--- src/rtl/lsu_stage.sv ---
// lsu_stage: load/store unit sitting right after the ALU of the RV32I core.
// It takes the ALU result as the effective address and runs one data-memory
// access over a valid/ready bus. Load data is aligned and extended, store
// byte strobes are generated, and the core is stalled until the access ends.
// Misaligned addresses, illegal funct3 codes and bus timeouts are flagged.
//
// Ports:
//   clk, rst          rising-edge clock, synchronous active-high reset
//   req_*, alu_addr,  request from the core (held while stall=1)
//   store_data
//   stall             combinational pipeline hold
//   done              one-cycle completion pulse (result/flags valid)
//   load_data,        result and abort flags, held until next completion
//   misaligned,
//   bus_err
//   mem_*             data-memory valid/ready bus
module lsu_stage #(
  parameter int TIMEOUT = 255
) (
  input  logic        clk,
  input  logic        rst,
  input  logic        req_valid,
  input  logic        req_we,
  input  logic [2:0]  req_funct3,
  input  logic [31:0] alu_addr,
  input  logic [31:0] store_data,
  output logic        stall,
  output logic        done,
  output logic [31:0] load_data,
  output logic        misaligned,
  output logic        bus_err,
  output logic        mem_req,
  output logic        mem_we,
  output logic [31:0] mem_addr,
  output logic [31:0] mem_wdata,
  output logic [3:0]  mem_wstrb,
  input  logic        mem_ready,
  input  logic [31:0] mem_rdata
);

  typedef enum logic [1:0] {IDLE, REQ, RESP} state_t;

  state_t      state_q, state_d;
  logic [9:0]  cnt_q, cnt_d;
  logic        we_q, we_d;
  logic [2:0]  f3_q, f3_d;
  logic [1:0]  alo_q, alo_d;
  logic        mem_req_q, mem_req_d;
  logic        mem_we_q, mem_we_d;
  logic [31:0] mem_addr_q, mem_addr_d;
  logic [31:0] mem_wdata_q, mem_wdata_d;
  logic [3:0]  mem_wstrb_q, mem_wstrb_d;
  logic [31:0] load_data_q, load_data_d;
  logic        mis_q, mis_d;
  logic        berr_q, berr_d;

  // request decode
  logic        illegal, misal;
  logic [3:0]  st_strb;
  logic [31:0] st_wdata;

  // loads reject 011/110/111, stores anything above SW
  assign illegal = req_we ? (req_funct3 >= 3'b011)
                          : (req_funct3 == 3'b011 || req_funct3[2:1] == 2'b11);
  // funct3[1:0] encodes size: 00 byte, 01 half, 10 word
  assign misal = (req_funct3[1:0] == 2'b01 && alu_addr[0]) ||
                 (req_funct3[1:0] == 2'b10 && alu_addr[1:0] != 2'b00);

  always_comb begin
    st_strb  = 4'b1111;
    st_wdata = store_data;
    case (req_funct3[1:0])
      2'b00: begin
        st_strb  = 4'b0001 << alu_addr[1:0];
        st_wdata = {4{store_data[7:0]}};
      end
      2'b01: begin
        st_strb  = alu_addr[1] ? 4'b1100 : 4'b0011;
        st_wdata = {2{store_data[15:0]}};
      end
      default: ;
    endcase
  end

  // load extraction uses the access attributes latched in IDLE
  logic [7:0]  ld_byte;
  logic [15:0] ld_half;
  logic [31:0] ld_ext;

  assign ld_byte = 8'(mem_rdata >> {alo_q, 3'b000});
  assign ld_half = alo_q[1] ? mem_rdata[31:16] : mem_rdata[15:0];

  always_comb begin
    case (f3_q)
      3'b000:  ld_ext = {{24{ld_byte[7]}}, ld_byte};
      3'b001:  ld_ext = {{16{ld_half[15]}}, ld_half};
      3'b100:  ld_ext = {24'd0, ld_byte};
      3'b101:  ld_ext = {16'd0, ld_half};
      default: ld_ext = mem_rdata;
    endcase
  end

  always_comb begin
    state_d     = state_q;
    cnt_d       = cnt_q;
    we_d        = we_q;
    f3_d        = f3_q;
    alo_d       = alo_q;
    mem_req_d   = mem_req_q;
    mem_we_d    = mem_we_q;
    mem_addr_d  = mem_addr_q;
    mem_wdata_d = mem_wdata_q;
    mem_wstrb_d = mem_wstrb_q;
    load_data_d = load_data_q;
    mis_d       = mis_q;
    berr_d      = berr_q;

    case (state_q)
      IDLE: if (req_valid) begin
        we_d  = req_we;
        f3_d  = req_funct3;
        alo_d = alu_addr[1:0];
        if (illegal) begin
          // illegal funct3 wins over misalignment: the size is meaningless
          state_d = RESP;
          berr_d  = 1'b1;
          mis_d   = 1'b0;
        end else if (misal) begin
          state_d = RESP;
          mis_d   = 1'b1;
          berr_d  = 1'b0;
        end else begin
          state_d     = REQ;
          cnt_d       = '0;
          mem_req_d   = 1'b1;
          mem_we_d    = req_we;
          mem_addr_d  = {alu_addr[31:2], 2'b00};
          mem_wdata_d = req_we ? st_wdata : 32'd0;
          mem_wstrb_d = req_we ? st_strb : 4'b0000;
        end
      end
      REQ: begin
        if (mem_ready) begin
          state_d   = RESP;
          mem_req_d = 1'b0;
          mis_d     = 1'b0;
          berr_d    = 1'b0;
          if (!we_q) load_data_d = ld_ext;
        end else begin
          cnt_d = cnt_q + 10'd1;
          // counter reaching TIMEOUT means TIMEOUT unanswered REQ cycles
          if (cnt_d == 10'(TIMEOUT)) begin
            state_d     = RESP;
            mem_req_d   = 1'b0;
            berr_d      = 1'b1;
            mis_d       = 1'b0;
            load_data_d = 32'd0;
          end
        end
      end
      RESP: state_d = IDLE;
      default: state_d = IDLE;
    endcase
  end

  always_ff @(posedge clk) begin
    if (rst) begin
      state_q     <= IDLE;
      cnt_q       <= '0;
      we_q        <= 1'b0;
      f3_q        <= '0;
      alo_q       <= '0;
      mem_req_q   <= 1'b0;
      mem_we_q    <= 1'b0;
      mem_addr_q  <= '0;
      mem_wdata_q <= '0;
      mem_wstrb_q <= '0;
      load_data_q <= '0;
      mis_q       <= 1'b0;
      berr_q      <= 1'b0;
    end else begin
      state_q     <= state_d;
      cnt_q       <= cnt_d;
      we_q        <= we_d;
      f3_q        <= f3_d;
      alo_q       <= alo_d;
      mem_req_q   <= mem_req_d;
      mem_we_q    <= mem_we_d;
      mem_addr_q  <= mem_addr_d;
      mem_wdata_q <= mem_wdata_d;
      mem_wstrb_q <= mem_wstrb_d;
      load_data_q <= load_data_d;
      mis_q       <= mis_d;
      berr_q      <= berr_d;
    end
  end

  assign stall      = (state_q == IDLE && req_valid) || state_q == REQ;
  assign done       = (state_q == RESP);
  assign load_data  = load_data_q;
  assign misaligned = mis_q;
  assign bus_err    = berr_q;
  assign mem_req    = mem_req_q;
  assign mem_we     = mem_we_q;
  assign mem_addr   = mem_addr_q;
  assign mem_wdata  = mem_wdata_q;
  assign mem_wstrb  = mem_wstrb_q;

endmodule
--- config.mk ---
export PLATFORM = sky130hd
export DESIGN_NAME = lsu_stage
export DESIGN_NICKNAME = d
export VERILOG_FILES = /design/src/rtl/lsu_stage.sv
export SDC_FILE = /design/constraint.sdc
export NUM_CORES = 1
export LEC_CHECK = 0
export CELL_PAD_IN_SITES_DETAIL_PLACEMENT = 1
export CELL_PAD_IN_SITES_GLOBAL_PLACEMENT = 1
export CORE_MARGIN = 3
export CORE_UTILIZATION = 34
export DETAILED_ROUTE_END_ITERATION = 12
export HOLD_SLACK_MARGIN = 0.06
export PLACE_DENSITY = 0.93
export RECOVER_POWER = 50
export SYNTH_ARGS = -nofsm -noshare
export SYNTH_HDL_FRONTEND = slang
export SYNTH_SLANG_ARGS = --single-unit
--- constraint.sdc ---
create_clock -name clk -period 3.6 [get_ports clk]
set_clock_uncertainty 0.1 [all_clocks]
set_input_delay 0.54 -clock clk [delete_from_list [all_inputs] [get_ports clk]]
set_output_delay 0.54 -clock clk [all_outputs]
set_load 0.01 [all_outputs]
==> results.md, run 1 <==
Clocking:
- Hold repair after CTS inserted 0 buffers.
- The clock tree buffer depth is 2.
- The clock transition time at the flip-flop clock pins of the worst setup and hold paths is 0.05 ns.
- The CTS tree is done.
- The clock latency reported for the late side of the worst-skew pair is 0.42 ns.
- The tree is rooted in a sky130_fd_sc_hd__clkbuf_16.
- The post-CTS setup buffer count is 0.
- The H-tree generated during clock tree synthesis spans 4 levels.
- Post-CTS repair changed the size of 0 cells.
- TritonCTS created 17 clock buffers.
- The clock drives 120 sinks.

Timing:
- For the pin with the worst max-slew slack, the measured transition is 1.09 ns.
- The final critical path takes up 78.9% of the cycle.
- The minimum period implied by the final worst setup slack is 2.84 ns.
- The number of hold-slack violations in the final timing report is 0.
- The final count of pins violating max slew came to 0.
- For this run, the top clock speed supported by timing is 352 MHz.
- In this run the tightest slew margin relative to its limit is 27.4%.
- Setup repair after global routing left no endpoint under its margin.
- The total of endpoints with negative setup slack in the final report is 0.
- For the final routed database, the setup TNS stands at 0 ns.

Global routing:
- The largest net degree at the start of global routing is 51.
- The overall global routing resource usage is 22.5%.
- The final global-route overflow total is 0.
- The number of global-route vias before repair came to 5714.
- The initial antenna violation count is 0.
- The first global-routing pass estimated 31.2 mm of wire.

Placed design:
- Routability-driven placement finished with a final weighted congestion of 0.815.
- In this run the tool buffered the top-level ports with 207 buffer cells.
- The placed wire-length estimate is 14.0 mm.

Die:
- The die height is 131 um.
- From left edge to right edge, the die measures 131 um.
- The area of the die is 17300 sq um.
- The row count is 45.
- Once the floorplan was initialized, standard cells occupied 35.0% of the core.
- The floorplan step defined a core boundary enclosing 15300 sq um.
- In this run the count of I/O pins placed on the die edge is 210.

Worst setup path:
- The reg-to-reg endpoint is mem_wstrb[0]$_SDFFE_PP0P_.
- The longest individual stage delay on the worst path is 0.89 ns.
- The critical path goes through clkdlybuf4s50_1 -> nor3b_1 -> nand2_1 -> nor2_2 -> buf_4 -> o21ai_0 -> a21oi_1.
- The critical path class is in -> reg.
- The worst setup path is launched from a primary input.
- The cell with the biggest individual delay on the critical path is sky130_fd_sc_hd__nor3b_1.
- The cell count of the worst reg-to-reg path is 6.
- For the worst setup path, the data arrival time is 3.07 ns.
- The maximum fanout encountered on the critical timing path is 37.
- The worst setup path is captured at a register.
- In this run the worst setup path begins at req_valid.
- STA puts the critical path data required time at 3.83 ns.
- Across all register-to-register paths, the minimum setup slack is 1.02 ns.
- The beginning of the worst register-to-register path is state_q[0]$_SDFFE_PP0P_.

Layout:
- The total area of sequential cells is 2400 sq um.
- Compared with the post-synthesis result, the final layout area differs by 52.1%.
- The number of diodes is 0.
- Of the cells placed in the final design, the portion with a size suffix greater than 1 is 9.34%.
- The top cell types in the final layout, fill and taps aside, are sky130_fd_sc_hd__dfxtp_1, sky130_fd_sc_hd__clkdlybuf4s50_1, sky130_fd_sc_hd__dlygate4sd3_1, sky130_fd_sc_hd__nand2_1, sky130_fd_sc_hd__nor2_1.
- The library cell used most frequently in the layout, excluding fill and tap cells, is sky130_fd_sc_hd__dfxtp_1.
- Fill cells in the final layout number 1797.
- For this run, the post-layout net count is 928.
- The multi-input logic area is 2700 sq um.

Hold path:
- The path class of the tightest hold or removal check is reg -> reg.
- The hold path depth is 2.
- The worst hold path begins at mem_addr[27]$_SDFFE_PP0P_.
- The endpoint of the worst hold path is mem_addr[27]$_SDFFE_PP0P_.

Pwr:
- The areal power density over the cells is 444 nW/um^2.
- The leakage dissipation is 3.29 nW.
- The peak supply drop is 339 uV.
- Summing internal, switching and leakage power gives 0.00362 W.

Synth:
- The synthesized instance count is 633.
- The mapped netlist covers 5350 sq um.
- Counting flops with an async set or reset pin after synthesis yields a share of 0%.
- The number of flip-flops and latches in the synthesized netlist is 120.
- The most common flop cell mapped by yosys is sky130_fd_sc_hd__dfxtp_1.
- The sequential fraction of the synthesis area is 44.9%.
- Counting flops with a built-in enable in the synthesized netlist gives 0.
- The number of warnings issued by yosys is 0.
- In this run, distinct cell masters in the synthesized netlist total 54.
- Averaged over all synthesized cells, the footprint is 8.46 sq um.

Route:
- The detailed-router iteration count before antenna repair is 4.
- The routed wire length is 19.7 mm.
- The number of routed nets with antenna violations is 0.
- The routed length per instance is 18.8 um.
- The remaining routing DRC violations is 0.
- Dividing the detail-routed via count by the number of cells gives 5.20.
- The total number of vias is 5436.
- The number of design-rule violations left by the first detailed-router iteration is 334.

Run status:
- The run finished with clean final reports.

Run:
- The tool flagged a number of max-cap violations equal to 0.
-- synthesized netlist by cell type, types with 3 or more instances --
master | number | share of area [%]
sky130_fd_sc_hd__dfxtp_1 | 120 | 45
sky130_fd_sc_hd__nand2_1 | 102 | 7.2
sky130_fd_sc_hd__nor2_1 | 76 | 5.3
sky130_fd_sc_hd__a21oi_1 | 53 | 5.0
sky130_fd_sc_hd__a22oi_1 | 34 | 4.8
sky130_fd_sc_hd__clkbuf_1 | 27 | 1.9
sky130_fd_sc_hd__o21ai_0 | 27 | 2.5
sky130_fd_sc_hd__mux2_2 | 26 | 5.5
sky130_fd_sc_hd__o2bb2ai_1 | 23 | 3.8
sky130_fd_sc_hd__nor2b_1 | 20 | 2.3
sky130_fd_sc_hd__buf_2 | 14 | 1.3
sky130_fd_sc_hd__nand2b_1 | 14 | 1.6
sky130_fd_sc_hd__inv_1 | 11 | 0.77
sky130_fd_sc_hd__mux2i_1 | 10 | 1.9
sky130_fd_sc_hd__a31oi_1 | 9 | 1.1
sky130_fd_sc_hd__a32o_1 | 8 | 1.5
sky130_fd_sc_hd__nand4_1 | 4 | 0.47
sky130_fd_sc_hd__and2_1 | 3 | 0.35
sky130_fd_sc_hd__buf_1 | 3 | 0.21
sky130_fd_sc_hd__nor3_1 | 3 | 0.28
-- per-layer routing --
layer | global-route usage (%) | share of wire, % | vias to the layer above
met2 | 37.8 | 49 | 185
li1 | - | - | 2588
met5 | 0 | 0 | -
met1 | 26.3 | 41 | 2631
met3 | 8.96 | 7.4 | 32
met4 | 7.47 | 2.1 | 0
-- registers in the layout (all words and copies together), names as in the netlist, 2 cells and up --
| register | cells |
|---|---|
| state_q | 2 |
| f3_q | 3 |
| mem_wdata | 32 |
| mem_wstrb | 4 |
| load_data | 32 |
| alo_q | 2 |
| cnt_q | 10 |
| mem_addr | 30 |
-- kinds of logic after synthesis --
kind of cell / Yosys count / synth area share (%)
simple gates: 240 / 20.1
compound gates: 170 / 21.2
flops: 120 / 44.9
buf+inv: 59 / 4.88
mux: 37 / 7.76
xor+xnor: 4 / 0.654
fa+ha+maj: 2 / 0.467
other cells: 1 / 0.0700
-- worst max path at each step --
stage / end / slack [ns] / cells after the start
after floorplan: mem_addr[10]$_SDFFE_PP0P_ / 1.65 / 8
after global routing: mem_wstrb[0]$_SDFFE_PP0P_ / 0.51 / 7
final: mem_wstrb[0]$_SDFFE_PP0P_ / 0.76 / 7
after detailed placement: mem_wdata[13]$_SDFFE_PP0P_ / 0.68 / 6
after CTS: mem_wdata[13]$_SDFFE_PP0P_ / 1.03 / 6
after global placement: mem_wdata[15]$_SDFFE_PP0P_ / 0.85 / 6
-- where the power goes --
part           switching, W  internal, W  total (W)
logic              0.000247     0.000247   0.000494
clock network      0.000620      0.00110    0.00172
registers         0.0000338      0.00137    0.00141
-- critical path: cells and delay by family --
kind / cells / cell delay, ns
compound gates: 2 / 0.36
buf+inv: 2 / 0.88
simple gates: 3 / 1.29
-- through the flow --
step / std cells / cell area, sq um / hold WS, ns / util (%) / setup WS [ns]
after floorplan: 634 / 5360 / 0.331 / - / 1.65
after global placement: 1014 / 7550 / 0.340 / 49.3 / 0.851
after detailed placement: 1014 / 7550 / 0.348 / 49.3 / 0.681
after CTS: 1046 / 8150 / 0.355 / 53.2 / 1.03
after global routing: 1046 / 8140 / 0.368 / 53.2 / 0.509
final: 1046 / 8140 / 0.351 / 53.2 / 0.761
-- area by class of cell --
cell class                 instances  share of cell area [%]
clock buffer                      19                    5.44
clock inverter                    13                    1.89
inverter                          11                   0.507
multi-input combinational        455                    33.1
sequential                       120                    29.5
tap                              211                    3.24
timing repair buffer             217                    26.3
Note: power is estimated with default switching activity, not from simulation.
==> run 2: changes to the inputs <==
CORE_UTILIZATION = 28   (was 34)
PLACE_DENSITY = 0.83   (was 0.93)
clock period = 2.5 ns   (was 3.6 ns; I/O delays follow)
==> run 2 against run 1 <==
Via count fell by 0.86%. First-iteration DRC count fell by 40%. Clock power rose by 55%. Critical path type is now in -> out. Sequential power rose by 43%. Register-to-register slack got worse by 0.52 ns. Critical path depth fell by 3. Combinational power rose by 49%. Die area rose by 20%. Core utilization fell by 7.8 points. Highest routed layer unchanged. Non-clock buffer count rose by 13.
==> results.md, run 2 (synthesized netlist as in run 1, its figures left out) <==
Clocking:
- The clock net sink count came to 120 (unchanged).
- The total clock buffers created by CTS is 17 (unchanged).
- The number of buffers inserted for hold repair after clock tree synthesis is 0 (unchanged).
- The clock root buffer master is sky130_fd_sc_hd__clkbuf_16 (unchanged).
- The count of instances resized after the clock tree is built is 0 (unchanged).
- The clock latency reported for the late side of the worst-skew pair is 0.41 ns (was 0.42 ns).
- The CTS tree is done (unchanged).
- The clock transition time at the flip-flop clock pins of the worst setup and hold paths is 0.05 ns (about the same).
- The H-tree depth is 4 (unchanged).
- The clock tree buffer depth came to 2 (unchanged).
- The post-CTS setup buffer count is 0 (unchanged).

Placed design:
- The placed instance count is 1045 (was 1014).
- The placed wire-length estimate is 14.0 mm (about the same).
- The number of port buffers came to 207 (unchanged).
- The weighted congestion reported at the end of routability-driven placement came to 0.803 (was 0.815).

Layout:
- The share of cells above drive strength 1 was 10.6% (was 9.34%).
- Most frequent cells in the layout: sky130_fd_sc_hd__dfxtp_1, sky130_fd_sc_hd__dlygate4sd3_1, sky130_fd_sc_hd__clkdlybuf4s50_1, sky130_fd_sc_hd__nand2_1, sky130_fd_sc_hd__nor2_1 (was sky130_fd_sc_hd__dfxtp_1, sky130_fd_sc_hd__clkdlybuf4s50_1, sky130_fd_sc_hd__dlygate4sd3_1, sky130_fd_sc_hd__nand2_1, sky130_fd_sc_hd__nor2_1).
- The final instance count without filler cells is 1077 (was 1046).
- The leading cell type in the layout, fill and taps excluded was sky130_fd_sc_hd__dfxtp_1 (unchanged).
- The number of filler cells placed in the layout is 2153 (was 1797).
- The number of nets in the layout is 941 (was 928).
- The relative area change from synthesis to final layout is 56.0% (was 52.1%).

Timing:
- The final total negative setup slack is 0 ns (unchanged).
- Dividing the final minimum period by the clock period gives 92.4%.
- The number of hold-slack violations in the final timing report is 0 (unchanged).
- The worst hold slack is 0.323 ns (was 0.351 ns).
- Timing would allow up to 433 MHz.
- The total of endpoints with negative setup slack in the final report is 0 (unchanged).
- The final count of pins violating max slew is 0 (unchanged).
- The worst max-slew margin expressed relative to the limit is 58.1% (was 27.4%).
- Subtracting the final worst setup slack from the clock period gives 2.31 ns.
- The actual slew at the worst max-slew pin is 0.627 ns (was 1.09 ns).
- RSZ-0062 raised after global routing: false (unchanged).

Die:
- The starting density of the core is 29.1% (was 35.0%).
- The horizontal extent of the die was 144 um (was 131 um).
- The area of the die is 20800 sq um (was 17300 sq um).
- The number of I/O pins is 210 (unchanged).
- The die height was 144 um (was 131 um).
- The core box area was 18400 sq um (was 15300 sq um).
- The row count is 49 (was 45).

Global routing:
- The overall global routing resource usage is 18.6% (was 22.5%).
- The final global-route overflow total was 0 (unchanged).
- The largest net degree at the start of global routing was 49 (was 51).
- The initial antenna violation count was 0 (unchanged).
- The first-pass GRT wire length was 30.1 mm (was 31.2 mm).
- The number of global-route vias before repair came to 5505 (was 5714).

Worst setup path:
- The kind of capture point of the worst setup path is an output port (was register).
- The data arrival time of the critical path came to 1.83 ns (was 3.07 ns).
- The type of element launching the critical path is a primary input (unchanged).
- The maximum fanout encountered on the critical timing path was 3 (was 37).
- The critical path class is in -> out (was in -> reg).
- The critical path required time is 2.03 ns (was 3.83 ns).

Route:
- The routed wire length is 19.5 mm (was 19.7 mm).
- The number of routed nets with antenna violations is 0 (unchanged).
- The routed length per instance is 18.1 um (was 18.8 um).
- The detailed-router iteration count before antenna repair is 4 (unchanged).
- The total number of vias is 5389 (was 5436).
- The remaining routing DRC violations is 0 (unchanged).
- The routed via count divided by cell count is 5.00 (was 5.20).
- The number of design-rule violations left by the first detailed-router iteration came to 202 (was 334).

Pwr:
- The leakage dissipation is 3.38 nW (was 3.29 nW).
- The peak supply drop is 473 uV (was 339 uV).
- The areal power density over the cells is 650 nW/um^2 (was 444 nW/um^2).

Run:
- The number of maximum-capacitance violations is 0 (unchanged).

Run status:
- Status: finished, final reports clean (unchanged).

Hold path:
- The worst hold path class is in -> reg (was reg -> reg).
==> run 2: area by class of cell <==
| class | instances | area [sq um] | share of cell area (%) |
|---|---|---|---|
| tap | 229 | 287 | 3.43 |
| timing repair buffer | 230 | 2280 | 27.3 |
| inverter | 11 | 41.3 | 0.494 |
| clock inverter | 11 | 170 | 2.04 |
| sequential | 120 | 2400 | 28.8 |
| antenna | 1 | 2.50 | 0.0300 |
| multi-input combinational | 455 | 2700 | 32.3 |
| clock buffer | 20 | 467 | 5.59 |
==> run 2: layer usage <==
layer  part of all wire [%]  vias up  GRT usage (%)
met5                      0        -              0
met4                    1.7        0           6.33
met3                    9.6       22           7.80
met2                     47      206           30.0
met1                     42     2561           22.3
li1                       -     2600              -
==> run 2: stage by stage <==
stage          util (%)  cell area [sq um]  power [W]  setup WS (ns)
6_report           45.4               8350    0.00543          0.191
4_1_cts            45.5               8380    0.00552          0.213
3_3_place_gp       42.1               7740    0.00282          0.240
3_5_place_dp       42.1               7740    0.00283          0.120
2_1_floorplan         -               5360    0.00240          0.701
5_1_grt            45.4               8350    0.00564          0.103
==> run 2: power by group <==
| part | switching [W] | internal, W |
|---|---|---|
| Combinational | 0.000359 | 0.000377 |
| Clock | 0.000925 | 0.00174 |
| Sequential | 0.0000457 | 0.00198 |
| Total | 0.00133 | 0.00410 |
==> run 2: worst max-delay path, cell delays in order <==
cell and delay (ns):
sky130_fd_sc_hd__dlygate4sd3_1 0.57, sky130_fd_sc_hd__nor2_1 0.05, sky130_fd_sc_hd__nor2_1 0.24, sky130_fd_sc_hd__clkdlybuf4s50_1 0.60
==> run 2: final timing paths <==
check / cells past startpoint / startpoint / slack (ns) / to
max: 4 / req_valid / 0.19 / stall
max reg2reg: 7 / cnt_q[0]$_SDFFE_PP0P_ / 0.50 / load_data[14]$_SDFFE_PP0P_
min reg2reg: 2 / mem_addr[31]$_SDFFE_PP0P_ / 0.35 / mem_addr[31]$_SDFFE_PP0P_
min: 2 / rst / 0.32 / alo_q[1]$_SDFFE_PP0P_
==> run 3: changes to the inputs <==
ABC_CLOCK_PERIOD_IN_PS = 2500   (was not set)
==> results of run 3 <==
The final DEF is identical to that of run 2; final timing and power are the same.
